===== config.mk =====
export PLATFORM = sky130hd
export DESIGN_NAME = pooling_frame_controller
export DESIGN_NICKNAME = d
export VERILOG_FILES = /design/src/rtl/pooling_frame_controller.sv
export SDC_FILE = /design/constraint.sdc
export NUM_CORES = 1
export LEC_CHECK = 0
export CAP_MARGIN = 5
export CORE_AREA = 2 2 66 68
export DETAILED_ROUTE_END_ITERATION = 10
export DIE_AREA = 0 0 68 70
export GPL_ROUTABILITY_DRIVEN = 0
export GPL_TIMING_DRIVEN = 0
export PLACE_DENSITY = 0.78
export SLEW_MARGIN = 20
export SYNTH_ARGS = -nofsm -noshare
export SYNTH_HDL_FRONTEND = slang
export SYNTH_SLANG_ARGS = --single-unit

===== constraint.sdc =====
create_clock -name clk -period 2.7 [get_ports clk]
set_input_delay 0.54 -clock clk [delete_from_list [all_inputs] [get_ports clk]]
set_output_delay 0.54 -clock clk [all_outputs]
set_load 0.01 [all_outputs]

===== src/rtl/pooling_frame_controller.sv =====
`default_nettype none
// ============================================================================
// Module      : pooling_frame_controller
// Description : Sequences one drawn-digit inference pass over the shared
//               1-bit frame-buffer RAM. Arbitrates RAM access between the
//               drawing writer, an internal clear engine and the average
//               pooling engine, then holds the pooled result for the
//               classifier until it is acknowledged.
//               Optional build macro POOL_TIMEOUT_EN adds a POOL_RUN
//               watchdog with a sticky timeout_err flag.
// Revision    : 1.0 - initial release
// ============================================================================
module pooling_frame_controller #(
   parameter int FRAME_SIDE     = 112,
   parameter int PIXELS         = FRAME_SIDE * FRAME_SIDE,
   parameter int ADDR_WIDTH     = $clog2(PIXELS),
   parameter int TIMEOUT_CYCLES = 262143
) (
   input  logic                  clk,
   input  logic                  reset,
   input  logic                  en,
   input  logic                  draw_valid,
   input  logic [ADDR_WIDTH-1:0] draw_addr,
   input  logic                  draw_pixel,
   output logic                  draw_ready,
   input  logic                  clear_req,
   input  logic                  classify_req,
   input  logic [ADDR_WIDTH-1:0] pool_addr,
   output logic                  pool_start,
   input  logic                  pool_done,
   output logic [ADDR_WIDTH-1:0] ram_addr,
   output logic                  ram_wdata,
   output logic                  ram_we,
   output logic                  busy,
   output logic                  result_valid,
   input  logic                  result_ack,
   output logic [7:0]            pass_count,
   output logic                  timeout_err
);

   // ------------------------------------------------------------------------
   // State encoding
   // ------------------------------------------------------------------------
   localparam logic [2:0] ST_IDLE       = 3'd0;
   localparam logic [2:0] ST_CLEAR      = 3'd1;
   localparam logic [2:0] ST_POOL_START = 3'd2;
   localparam logic [2:0] ST_POOL_RUN   = 3'd3;
   localparam logic [2:0] ST_RESULT     = 3'd4;

   localparam logic [ADDR_WIDTH-1:0] C_CLR_LAST = ADDR_WIDTH'(PIXELS - 1);
   localparam logic [ADDR_WIDTH-1:0] C_CLR_ONE  = {{(ADDR_WIDTH-1){1'b0}}, 1'b1};

   logic [2:0]            state_q,      state_d;
   logic [ADDR_WIDTH-1:0] clr_cnt_q,    clr_cnt_d;
   logic [7:0]            pass_count_q, pass_count_d;

`ifdef POOL_TIMEOUT_EN
   localparam int                  TO_WIDTH  = $clog2(TIMEOUT_CYCLES + 1);
   localparam logic [TO_WIDTH-1:0] C_TO_LAST = TO_WIDTH'(TIMEOUT_CYCLES - 1);
   localparam logic [TO_WIDTH-1:0] C_TO_ONE  = {{(TO_WIDTH-1){1'b0}}, 1'b1};

   logic [TO_WIDTH-1:0] to_cnt_q,      to_cnt_d;
   logic                timeout_err_q, timeout_err_d;
`else
   // The timeout length only matters when the watchdog is built in.
   if (TIMEOUT_CYCLES < 1) begin : g_timeout_unused
   end
`endif

   // Next-state, clear counter, pass counter and watchdog update; all held when en is low
   always_comb begin
      state_d      = state_q;
      clr_cnt_d    = clr_cnt_q;
      pass_count_d = pass_count_q;
`ifdef POOL_TIMEOUT_EN
      to_cnt_d      = to_cnt_q;
      timeout_err_d = timeout_err_q;
`endif
      if (en) begin
         case (state_q)
            ST_IDLE: begin
               // Clear wins over classify; a simultaneous classify is dropped.
               if (clear_req) begin
                  state_d   = ST_CLEAR;
                  clr_cnt_d = '0;
`ifdef POOL_TIMEOUT_EN
                  timeout_err_d = 1'b0;
`endif
               end else if (classify_req) begin
                  state_d = ST_POOL_START;
               end
            end
            ST_CLEAR: begin
               if (clr_cnt_q == C_CLR_LAST) begin
                  clr_cnt_d = '0;
                  state_d   = ST_IDLE;
               end else begin
                  clr_cnt_d = clr_cnt_q + C_CLR_ONE;
               end
            end
            ST_POOL_START: begin
               state_d = ST_POOL_RUN;
`ifdef POOL_TIMEOUT_EN
               to_cnt_d = '0;
`endif
            end
            ST_POOL_RUN: begin
               if (pool_done) begin
                  state_d      = ST_RESULT;
                  pass_count_d = pass_count_q + 8'd1;
`ifdef POOL_TIMEOUT_EN
               end else if (to_cnt_q == C_TO_LAST) begin
                  // Pooling engine never answered: abandon the pass.
                  timeout_err_d = 1'b1;
                  state_d       = ST_IDLE;
               end else begin
                  to_cnt_d = to_cnt_q + C_TO_ONE;
`endif
               end
            end
            ST_RESULT: begin
               if (result_ack) begin
                  state_d = ST_IDLE;
               end
            end
            default: begin
               state_d = ST_IDLE;
            end
         endcase
      end
   end

   // State and counter registers with asynchronous reset
   always_ff @(posedge clk or posedge reset) begin
      if (reset) begin
         state_q      <= ST_IDLE;
         clr_cnt_q    <= '0;
         pass_count_q <= 8'd0;
      end else begin
         state_q      <= state_d;
         clr_cnt_q    <= clr_cnt_d;
         pass_count_q <= pass_count_d;
      end
   end

`ifdef POOL_TIMEOUT_EN
   // Watchdog counter and sticky timeout flag
   always_ff @(posedge clk or posedge reset) begin
      if (reset) begin
         to_cnt_q      <= '0;
         timeout_err_q <= 1'b0;
      end else begin
         to_cnt_q      <= to_cnt_d;
         timeout_err_q <= timeout_err_d;
      end
   end

   assign timeout_err = timeout_err_q;
`else
   assign timeout_err = 1'b0;
`endif

   // RAM mux and handshake decode; write strobes and start pulse are gated by en
   always_comb begin
      ram_addr     = pool_addr;
      ram_wdata    = 1'b0;
      ram_we       = 1'b0;
      draw_ready   = 1'b0;
      pool_start   = 1'b0;
      result_valid = 1'b0;
      case (state_q)
         ST_IDLE: begin
            ram_addr   = draw_addr;
            ram_wdata  = draw_pixel;
            ram_we     = draw_valid & en;
            draw_ready = en;
         end
         ST_CLEAR: begin
            ram_addr  = clr_cnt_q;
            ram_wdata = 1'b0;
            ram_we    = en;
         end
         ST_POOL_START: begin
            pool_start = en;
         end
         ST_RESULT: begin
            result_valid = 1'b1;
         end
         default: begin
            ram_addr = pool_addr;
         end
      endcase
   end

   assign busy       = (state_q != ST_IDLE);
   assign pass_count = pass_count_q;

endmodule
`default_nettype wire

# After elaboration in Yosys (flattened, before gate mapping)
# Cells that the tools add are included.
[totals] register_bits=25 inputBits=37 word_cells=37
[op_classes] n_addsub=2 eq_ne=10 n_mux=15 bitwise_logic=1 n_reduce_logical=6
[ops] operator="case mux 14 bit (2 select lines)" count=2
[ops] operator="2-to-1 mux 14 bit" count=2
[ops] operator="2-to-1 mux 3 bit" count=5
[ops] operator="case mux 3 bit (5 select lines)" count=1
[ops] operator="adder 14 x 1 -> 14 bit, second input constant" count=1
[ops] operator="== test 14 bit, second input constant" count=1
[ops] operator="adder 8 x 1 -> 8 bit, second input constant" count=1
[ops] operator="inequality test 2 bit, second input constant" count=4
[ops] operator="== test 3 x 2 -> 1 bit, second input constant" count=2
[ops] operator="AND reduction 3 bit" count=2
[ops] operator="AND reduction 5 bit" count=1
[ops] operator="2-to-1 mux 1 bit" count=4
[ops] operator="== test 3 x 1 -> 1 bit, second input constant" count=1
[ops] operator="== test 3 bit, second input constant" count=1
[ops] operator="zero test 3 bit" count=1
[ops] operator="inequality test 3 bit, second input constant" count=1
[ops] operator="nonzero test 3 bit" count=1
[ops] operator="case mux 1 bit (2 select lines)" count=1
[ops] operator="nonzero test 2 bit" count=1
[ops] operator="bitwise AND 1 bit" count=1

# Logic depth before layout (Yosys ltp)
# Gate-level depths: netlist of the first run.
[depth] ltp_word=3 depth_mapped=7 mapped_depth_nobuf=5

# Least setup slack after synthesis of the first run
# No wires, ideal clock.
[synth_timing] kind="register -> output" start="reg state_q[1]" end="out ram_addr[12]" t_arrival_ns=1.462 t_required_ns=2.160 setup_slack_ns=0.698 stages_incl_launch_ff=7 path_buffers=3 path_cell_list="dfrtp_1 buf_2 nor2_1 clkbuf_1 clkbuf_1 nor2_1 a21oi_1"
[synth_between] elab_chain_cells=2 word_cells_on_any_way=3
[synth_rtl] item="from (decl)" line_no="53" text="logic [2:0] state_q, state_d;"
[synth_rtl] item="from (signal assigned)" line_no="140" text="state_q <= state_d;"
[synth_rtl] item="== test 3 x 1 -> 1 bit / zero test 3 bit (equally long branches)" line_no="171" text="case (state_q)"
[synth_rtl] item="case mux 14 bit (2 select lines) *" line_no="171"
[synth_rtl] item="to (decl)" line_no="31" text="output logic [ADDR_WIDTH-1:0] ram_addr,"
# Every way passes the cells marked *; elsewhere a longest branch is shown, timed or not.

# Final worst setup path of the first run
[layout_timing] start="reg state_q[1]" end="out ram_addr[3]"
# Same word-level chain as after synthesis.

==> results of run 1 <==
## cell families (layout without fill, tap and decap cells)
| logic type | Yosys count | count (layout) | synth area share, % |
|---|---|---|---|
| other cells | 1 | 1 | 0.217 |
| flops | 25 | 25 | 36.3 |
| xor+xnor | 7 | 7 | 3.55 |
| mux | 17 | 17 | 9.93 |
| fa+ha+maj | 2 | 2 | 1.45 |
| buf+inv | 24 | 92 | 7.18 |
| simple gates | 88 | 88 | 26.1 |
| compound gates | 45 | 45 | 15.3 |
## what timing repair did
action | in CTS | in global routing
buffers inserted | 0 | 1
setup endpoints to repair | 17 | 12
cloned | 0 | 0
endpoints found under the hold margin | 0 | 0
resized for setup | 8 | 4
## power groups by stage
stage / logic (mW) / registers [mW] / clock network (mW)
2_1_floorplan: 0.685 / 0.538 / 0
3_3_place_gp: 1.21 / 0.550 / 0
3_5_place_dp: 1.22 / 0.553 / 0
4_1_cts: 1.25 / 0.546 / 0.227
5_1_grt: 1.38 / 0.564 / 0.240
6_report: 1.26 / 0.549 / 0.224
## final timing paths
| kind | from | end | slack, ps |
|---|---|---|---|
| setup / recovery | state_q[1] | ram_addr[3] | 100 |
| hold reg to reg | pass_count[7] | pass_count[7] | 470 |
| setup reg to reg | clr_cnt_q[10] | clr_cnt_q[3] | 610 |
| hold / removal | pass_count[7] | pass_count[7] | 470 |
| min in group asynchronous | reset | state_q[1] | 790 |
| max in group asynchronous | reset | clr_cnt_q[2] | 1320 |
## metrics by stage
step	cells	util (%)	cell area, sq um	power, mW
after floorplan	209	-	1730	1.22
after global placement	324	58.4	2420	1.76
after detailed placement	324	58.4	2420	1.77
after CTS	328	59.8	2480	2.02
after global routing	329	60.3	2500	2.18
final	329	60.3	2500	2.03
## sequential cells by signal, summed over array words and instances, names as in the netlist
register and flops:
pass_count 8, clr_cnt_q 14, state_q 3
## cell type report
type	instances	share of cell area [%]
Timing Repair Buffer	64	25.7
Clock buffer	3	1.65
Clock inverter	1	0.200
Tap cell	52	2.61
Sequential cell	25	25.1
Buffer	17	4.51
Multi-Input combinational cell	160	39.3
Inverter	7	1.05
## per-layer routing
layer,vias up,wire [um],GRT usage (%)
li1,883,-,-
met1,846,2000,28.5
met2,76,2450,36.4
met3,8,332,3.06
met4,0,70,6.67
met5,-,0,0
## cell usage in the layout, fill, tap and decap left out, drive strengths merged, types with 9 or more instances in the layout
master         netlist  layout
a21oi               18      18
a31oi               13      13
buf                  8       9
clkbuf               9      12
clkdlybuf4s50        0      62
dfrtp               25      25
mux2i               16      16
nand2               19      19
nor2                25      25
## worst register-to-register path, delay by kind of cell, from the launching register on
family,cells,cell delay [ps]
compound gates,2,200
buf+inv,3,490
flops,1,370
simple gates,2,910
==> Implementation_results.wiki, run 1 <==
{| class="wikitable"
! Metric !! Value
|-
| Pin count of the biggest net entering global routing || 26
|-
| Cell repeated most along the worst path || nor2_1
|-
| Total Routing Usage GR || 21.7%
|-
| Worst path depth || 7
|-
| CP cell instances || buf_2, nor2_1, buf_4, clkbuf_4, nor2_1, a21oi_1, clkdlybuf4s50_1
|-
| Ratio of cells with drive above 1 in the final layout || 7.58%
|-
| Post-layout minimum cycle time || 2600 ps
|-
| Worst slack after detailed placement || -108 ps
|-
| Initial Util || 41.6%
|-
| Routed len/inst || 14.8 um
|-
| Distinct cells, synth || 43
|-
| Vias in the first global route || 1707
|-
| Final nets || 317
|-
| Area of the mapped netlist || 1730 sq um
|-
| Delay of the slowest critical-path stage || 560 ps
|-
| Seq pwr share || 27.0%
|-
| CTS buffer count || 3
|-
| Post-synthesis area per instance || 8.26 sq um
|-
| Type of the tightest min-delay check || flop to flop
|-
| Via/cell ratio || 5.51
|-
| Hold Buf Count CTS || 0
|-
| TritonCTS sink count || 25
|-
| Worst relative slew slack || 35.6%
|-
| Detailed Place HPWL || 3690 um
|-
| Worst hold-check slack || 469 ps
|-
| Seq. cell area || 626 sq um
|-
| Cell Int Power || 1.20 mW
|-
| Leakage component of the power || 1.09 nW
|-
| Kind of critical path || flop to output pin
|-
| Number of flip-flops and latches in the synthesized netlist || 25
|-
| Max capacitance violation total || 0
|-
| Floorplan die width || 68 um
|-
| Element type at the critical path start || flop
|-
| Net Sw Frac || 41.1%
|-
| Number of antenna diodes || 0
|-
| CP bufs+invs || 4
|-
| Worst setup skew after layout || 3.77 ps
|-
| Synthesized netlist cell count || 209
|-
| Share of the clock period used by the worst path after layout || 96.4%
|-
| Total number of vias || 1813
|-
| Achievable Freq || 384 MHz
|-
| Count of TritonRoute iterations in the first routing pass || 4
|-
| Setup TNS || 0 ps
|-
| I/O pin cnt || 66
|-
| Remaining DRCs || 0
|-
| Top post-synthesis cells by area || dfrtp_1 (36%), mux2i_1 (9.3%), nor2_1 (5.4%), a21oi_1 (5.2%), a31oi_1 (4.7%)
|-
| Combinational share of power || 62.0%
|-
| Clk root buf || clkbuf_8
|-
| Unrepaired setup endpoints after global routing || false
|-
| Outcome || completed
|-
| Required time worst endpoint || 2160 ps
|-
| Switching power of the nets || 0.835 mW
|-
| Worst setup EP type || output pin
|-
| Setup-violating endpoint count in the final report || 0
|-
| Share of synthesized area occupied by flip-flops and latches || 36.3%
|-
| Register clock-pin slew on the reported worst setup and hold paths || 90 ps
|-
| Leading area contributor after synthesis || dfrtp_1
|-
| Proportion of power drawn by the clock network || 11.0%
|-
| Most numerous cell types in the synthesized netlist || dfrtp_1 (25), nor2_1 (25), nand2_1 (19)
|-
| Latest clock arrival within the worst-skew pair || 270 ps
|-
| Cells on Worst Hold Path || 1
|-
| TritonCTS clock tree || done
|-
| Top fanout value on the critical path || 10
|-
| Max VDD drop || 607 uV
|-
| Family with the most delay on the worst path || buffers and inverters
|-
| Multi-input logic area || 981 sq um
|-
| First-pass GRT wire length || 8000 um
|-
| DR iter-0 viols || 172
|-
| H-tree level count || 1
|-
| Remaining global-route overflow || 0
|-
| Worst Tran Pin Value || 965 ps
|-
| Critical path data arrival time || 2060 ps
|-
| IO Port Bufs || 63
|-
| Syn Nets || 248
|-
| Antenna violations before repair || 0
|-
| Antenna-violating nets left || 0
|-
| Sum of routed wire length over all layers || 4860 um
|-
| Depth of the most critical reg-to-reg path || 7
|-
| Pins over their slew limit || 0
|-
| Power density relative to cell area || 814 nW/um^2
|-
| Synth-to-layout area growth || 44.7%
|-
| Most used flip-flop cell after synthesis || dfrtp_1
|-
| Deepest clock path buffer count || 2
|-
| Slowest stage cell on the critical path || clkdlybuf4s50_1
|-
| Top-area cell type share of the netlist area || 36.3%
|-
| EDFF count, synth || 0
|-
| Chip Height || 70 um
|-
| FILL cells || 389
|-
| Number of warnings printed during yosys synthesis || 0
|-
| Std-Cell Core Area || 4140 sq um
|-
| Async SR Flop Fraction || 100%
|-
| Die outline area || 4760 sq um
|-
| Final hold violation count || 0
|-
| Final worst-path setup slack || 96.5 ps
|-
| Row count || 24
|}
Note: power is estimated with default switching activity, not from simulation.
==> inputs of run 2 (changes only) <==
ABC_AREA = 1   (was unset)
CORE_AREA = 2 2 67 69   (was 2 2 66 68)
DIE_AREA = 0 0 69 71   (was 0 0 68 70)
==> run 2 against run 1 <==
Design area grew 1.9%. Sequential cell count did not move. Die area increased by 2.9%. Largest cell class unchanged. Fmax is 2.1% higher. Routed wire length increased by 1.9%. Critical path depth increased by 1. Synthesized cell count is 24% higher. Sequential power down 8.9%.
==> Implementation_results.wiki, run 2 <==
{| class="wikitable"
! Metric !! Value
|-
| Synthesized netlist cell count || 260 (+24%)
|-
| Area after DPL || 2490 sq um (+2.9%)
|-
| Commonest non-fill, non-tap cell in the layout || nand2_1
|-
| Cell Int Power || 1.07 mW (-11%)
|-
| Chip Height || 71 um (+1.4%)
|-
| Antenna-violating nets left || 0 (unchanged)
|-
| Outcome || completed
|-
| Max layer used || met4
|-
| Net Sw Frac || 43.5% (+2.4 points)
|-
| Number of warnings printed during yosys synthesis || 0 (unchanged)
|-
| Max capacitance violation total || 0 (unchanged)
|-
| Met1 routed wirelength after detailed routing || 2280 um (+14%)
|-
| Distinct cells, synth || 29 (-33%)
|-
| Most numerous cell in the Yosys netlist || nand2_1
|-
| Leading cell types in the layout, fill and taps excluded || nand2_1 (77), clkdlybuf4s50_1 (53), inv_1 (27)
|-
| Power density relative to cell area || 741 nW/um^2 (-8.9%)
|-
| Switching power of the nets || 0.820 mW (-1.8%)
|-
| Final worst-path setup slack || 151 ps (+54.8 ps)
|-
| Latest clock arrival within the worst-skew pair || 270 ps (about the same)
|-
| Vias in the first global route || 1811 (+6.1%)
|-
| First-pass GRT wire length || 8190 um (+2.4%)
|-
| Most used flip-flop cell after synthesis || dfrtp_1
|-
| Leading area contributor after synthesis || dfrtp_1
|-
| H-tree level count || 1 (unchanged)
|-
| Final nets || 368 (+16%)
|-
| Area of the mapped netlist || 1790 sq um (+3.6%)
|-
| Top-area cell type share of the netlist area || 35.0% (-1.2 points)
|-
| Leakage component of the power || 1.19 nW (+9.5%)
|-
| Std-Cell Core Area || 4200 sq um (+1.4%)
|-
| Deepest clock path buffer count || 2 (unchanged)
|-
| Worst setup skew after layout || 2.04 ps (-1.73 ps)
|-
| Setup-violating endpoint count in the final report || 0 (unchanged)
|-
| Clk root buf || clkbuf_8
|-
| Share of synthesized area occupied by flip-flops and latches || 35.0% (-1.2 points)
|-
| Post-CTS setup buffers || 0 (unchanged)
|-
| Async SR Flop Fraction || 100% (unchanged)
|-
| Most numerous cell types in the synthesized netlist || nand2_1 (78), inv_1 (28), nand3_1 (26), nor2_1 (26), dfrtp_1 (25)
|-
| Total Routing Usage GR || 20.5% (-1.2 points)
|-
| Post-synthesis area per instance || 6.87 sq um (-17%)
|-
| CTS buffer count || 3 (unchanged)
|-
| Kind of critical path || flop to output pin
|-
| Final instance area || 2540 sq um (+1.9%)
|-
| Total number of vias || 1934 (+6.7%)
|-
| Number of antenna diodes || 0 (unchanged)
|-
| Pins over their slew limit || 0 (unchanged)
|-
| Worst hold-check slack || 529 ps (+60.3 ps)
|-
| Top fanout value on the critical path || 10 (unchanged)
|-
| Number of cells after detailed placement || 376 (+16%)
|-
| Floorplan die width || 69 um (+1.5%)
|-
| Wire length on met3 || 273 um (-18%)
|-
| Remaining global-route overflow || 0 (unchanged)
|-
| I/O pin cnt || 66 (unchanged)
|-
| Proportion of power drawn by the clock network || 12.1% (+1.1 points)
|-
| Total power || 1.89 mW (-7.2%)
|-
| Count of TritonRoute iterations in the first routing pass || 4 (unchanged)
|-
| Element type at the critical path start || flop
|-
| Register clock-pin slew on the reported worst setup and hold paths || 90 ps (about the same)
|-
| Initial Util || 42.5% (+0.86 points)
|-
| EDFF count, synth || 0 (unchanged)
|-
| Seq pwr share || 26.5% (-0.5 points)
|-
| Combinational share of power || 61.4% (-0.6 points)
|-
| Detailed Place HPWL || 3810 um (+3.2%)
|-
| Synth-to-layout area growth || 42.4%
|-
| Routed len/inst || 13.0 um (-12%)
|-
| Remaining DRCs || 0 (unchanged)
|-
| Antenna violations before repair || 0 (unchanged)
|-
| Row count || 24 (unchanged)
|-
| Number of flip-flops and latches in the synthesized netlist || 25 (unchanged)
|-
| Final instance count without filler cells || 380 (+16%)
|-
| FILL cells || 397 (+2.1%)
|-
| Max VDD drop || 445 uV (-27%)
|-
| Required time worst endpoint || 2160 ps (about the same)
|-
| TritonCTS sink count || 25 (unchanged)
|-
| Via/cell ratio || 5.09 (-7.6%)
|-
| Number of flip-flops in the largest register || 14 (unchanged)
|-
| Post-layout minimum cycle time || 2550 ps (-54.8 ps)
|-
| Sum of routed wire length over all layers || 4950 um (+1.9%)
|-
| Ratio of cells with drive above 1 in the final layout || 7.93% (+0.35 points)
|-
| Unrepaired setup endpoints after global routing || false
|-
| Final hold violation count || 0 (unchanged)
|-
| Top post-synthesis cells by area || dfrtp_1 (35%), nand2_1 (16%), nand3_1 (7.3%), inv_1 (5.9%), o211ai_1 (5.9%)
|-
| Critical path data arrival time || 2010 ps (-50 ps)
|-
| Largest Register || clr_cnt_q
|-
| Achievable Freq || 392 MHz (+2.1%)
|-
| IO Port Bufs || 64 (+1.6%)
|-
| Worst slack after detailed placement || -6.45 ps (+102 ps)
|-
| Die outline area || 4900 sq um (+2.9%)
|-
| Type of the tightest min-delay check || flop to flop
|-
| Worst relative slew slack || 40.0% (+4.4 points)
|-
| DR iter-0 viols || 91 (-47%)
|-
| Share of the clock period used by the worst path after layout || 94.4% (-2.0 points)
|-
| Worst setup EP type || output pin
|-
| Worst Tran Pin Value || 895 ps (-70.2 ps)
|-
| Pin count of the biggest net entering global routing || 26 (unchanged)
|-
| TritonCTS clock tree || done
|-
| Amount of wire on met2 after detailed routing || 2320 um (-5.4%)
|-
| Syn Nets || 299 (+21%)
|}
[run 2: metal layers]
metal | track usage [%] | vias up
met2 | 35.4 | 59
li1 | - | 987
met5 | 0 | -
met3 | 2.14 | 7
met4 | 7.41 | 0
met1 | 26.9 | 881
[run 2: logic make-up (layout without fill, tap and decap cells)]
logic type / Yosys count / after routing / share of synthesized area (%)
other cells: 1 / 1 / 0.210
simple gates: 157 / 157 / 39.9
fa+ha+maj: 2 / 2 / 1.40
buf+inv: 39 / 107 / 9.45
compound gates: 28 / 28 / 10.1
xor+xnor: 8 / 8 / 3.92
flops: 25 / 25 / 35.0
[run 2: final timing paths]
| path | cells past startpoint | start | slack, ps | end |
|---|---|---|---|---|
| worst max-delay path | 8 | state_q[2] | 150 | ram_addr[2] |
| worst min-delay path | 1 | pass_count[2] | 530 | pass_count[2] |
| worst max register to register | 8 | clr_cnt_q[0] | 860 | clr_cnt_q[8] |
| worst min register to register | 1 | pass_count[2] | 530 | pass_count[2] |
| max in group asynchronous | 2 | reset | 1640 | clr_cnt_q[7] |
| min in group asynchronous | 2 | reset | 650 | pass_count[3] |
[run 2: final cells by class]
type	instances	area, sq um	share of cell area (%)
multi-input cells	196	995	39.1
repair buffers	64	638	25.1
flip-flops and latches	25	626	24.6
inverters	32	126	4.97
well taps	52	65.1	2.56
plain buffers	7	48.8	1.92
clock buffers	4	45.0	1.77
[run 2: power by group through the flow]
stage / Sequential (mW) / Clock, mW / Combinational, mW
6_report: 0.500 / 0.228 / 1.16
3_3_place_gp: 0.507 / 0 / 1.20
2_1_floorplan: 0.504 / 0 / 0.637
5_1_grt: 0.512 / 0.252 / 1.27
3_5_place_dp: 0.507 / 0 / 1.21
4_1_cts: 0.500 / 0.235 / 1.16
[run 2: stage by stage]
stage	TNS [ps]	utilization, %
floorplan	0	-
global placement	0	59.3
detailed placement	-6.45	59.3
CTS	0	60.2
global route	0	60.5
finish	0	60.5
[run 2: worst max-delay path, cell delays in order (launching register included)]
cell and delay, ps:
dfrtp_1 380, inv_1 90, buf_2 190, nand2_2 140
nand2_1 70, inv_1 140, nand2_1 70, o211ai_1 90
clkdlybuf4s50_1 570
[run 2: repair_timing]
| item | in CTS | in global routing |
|---|---|---|
| pin swaps | 0 | 0 |
| hold buffers | 0 | 0 |
| endpoints found under the setup margin | 10 | 3 |
| gates resized for setup | 11 | 4 |
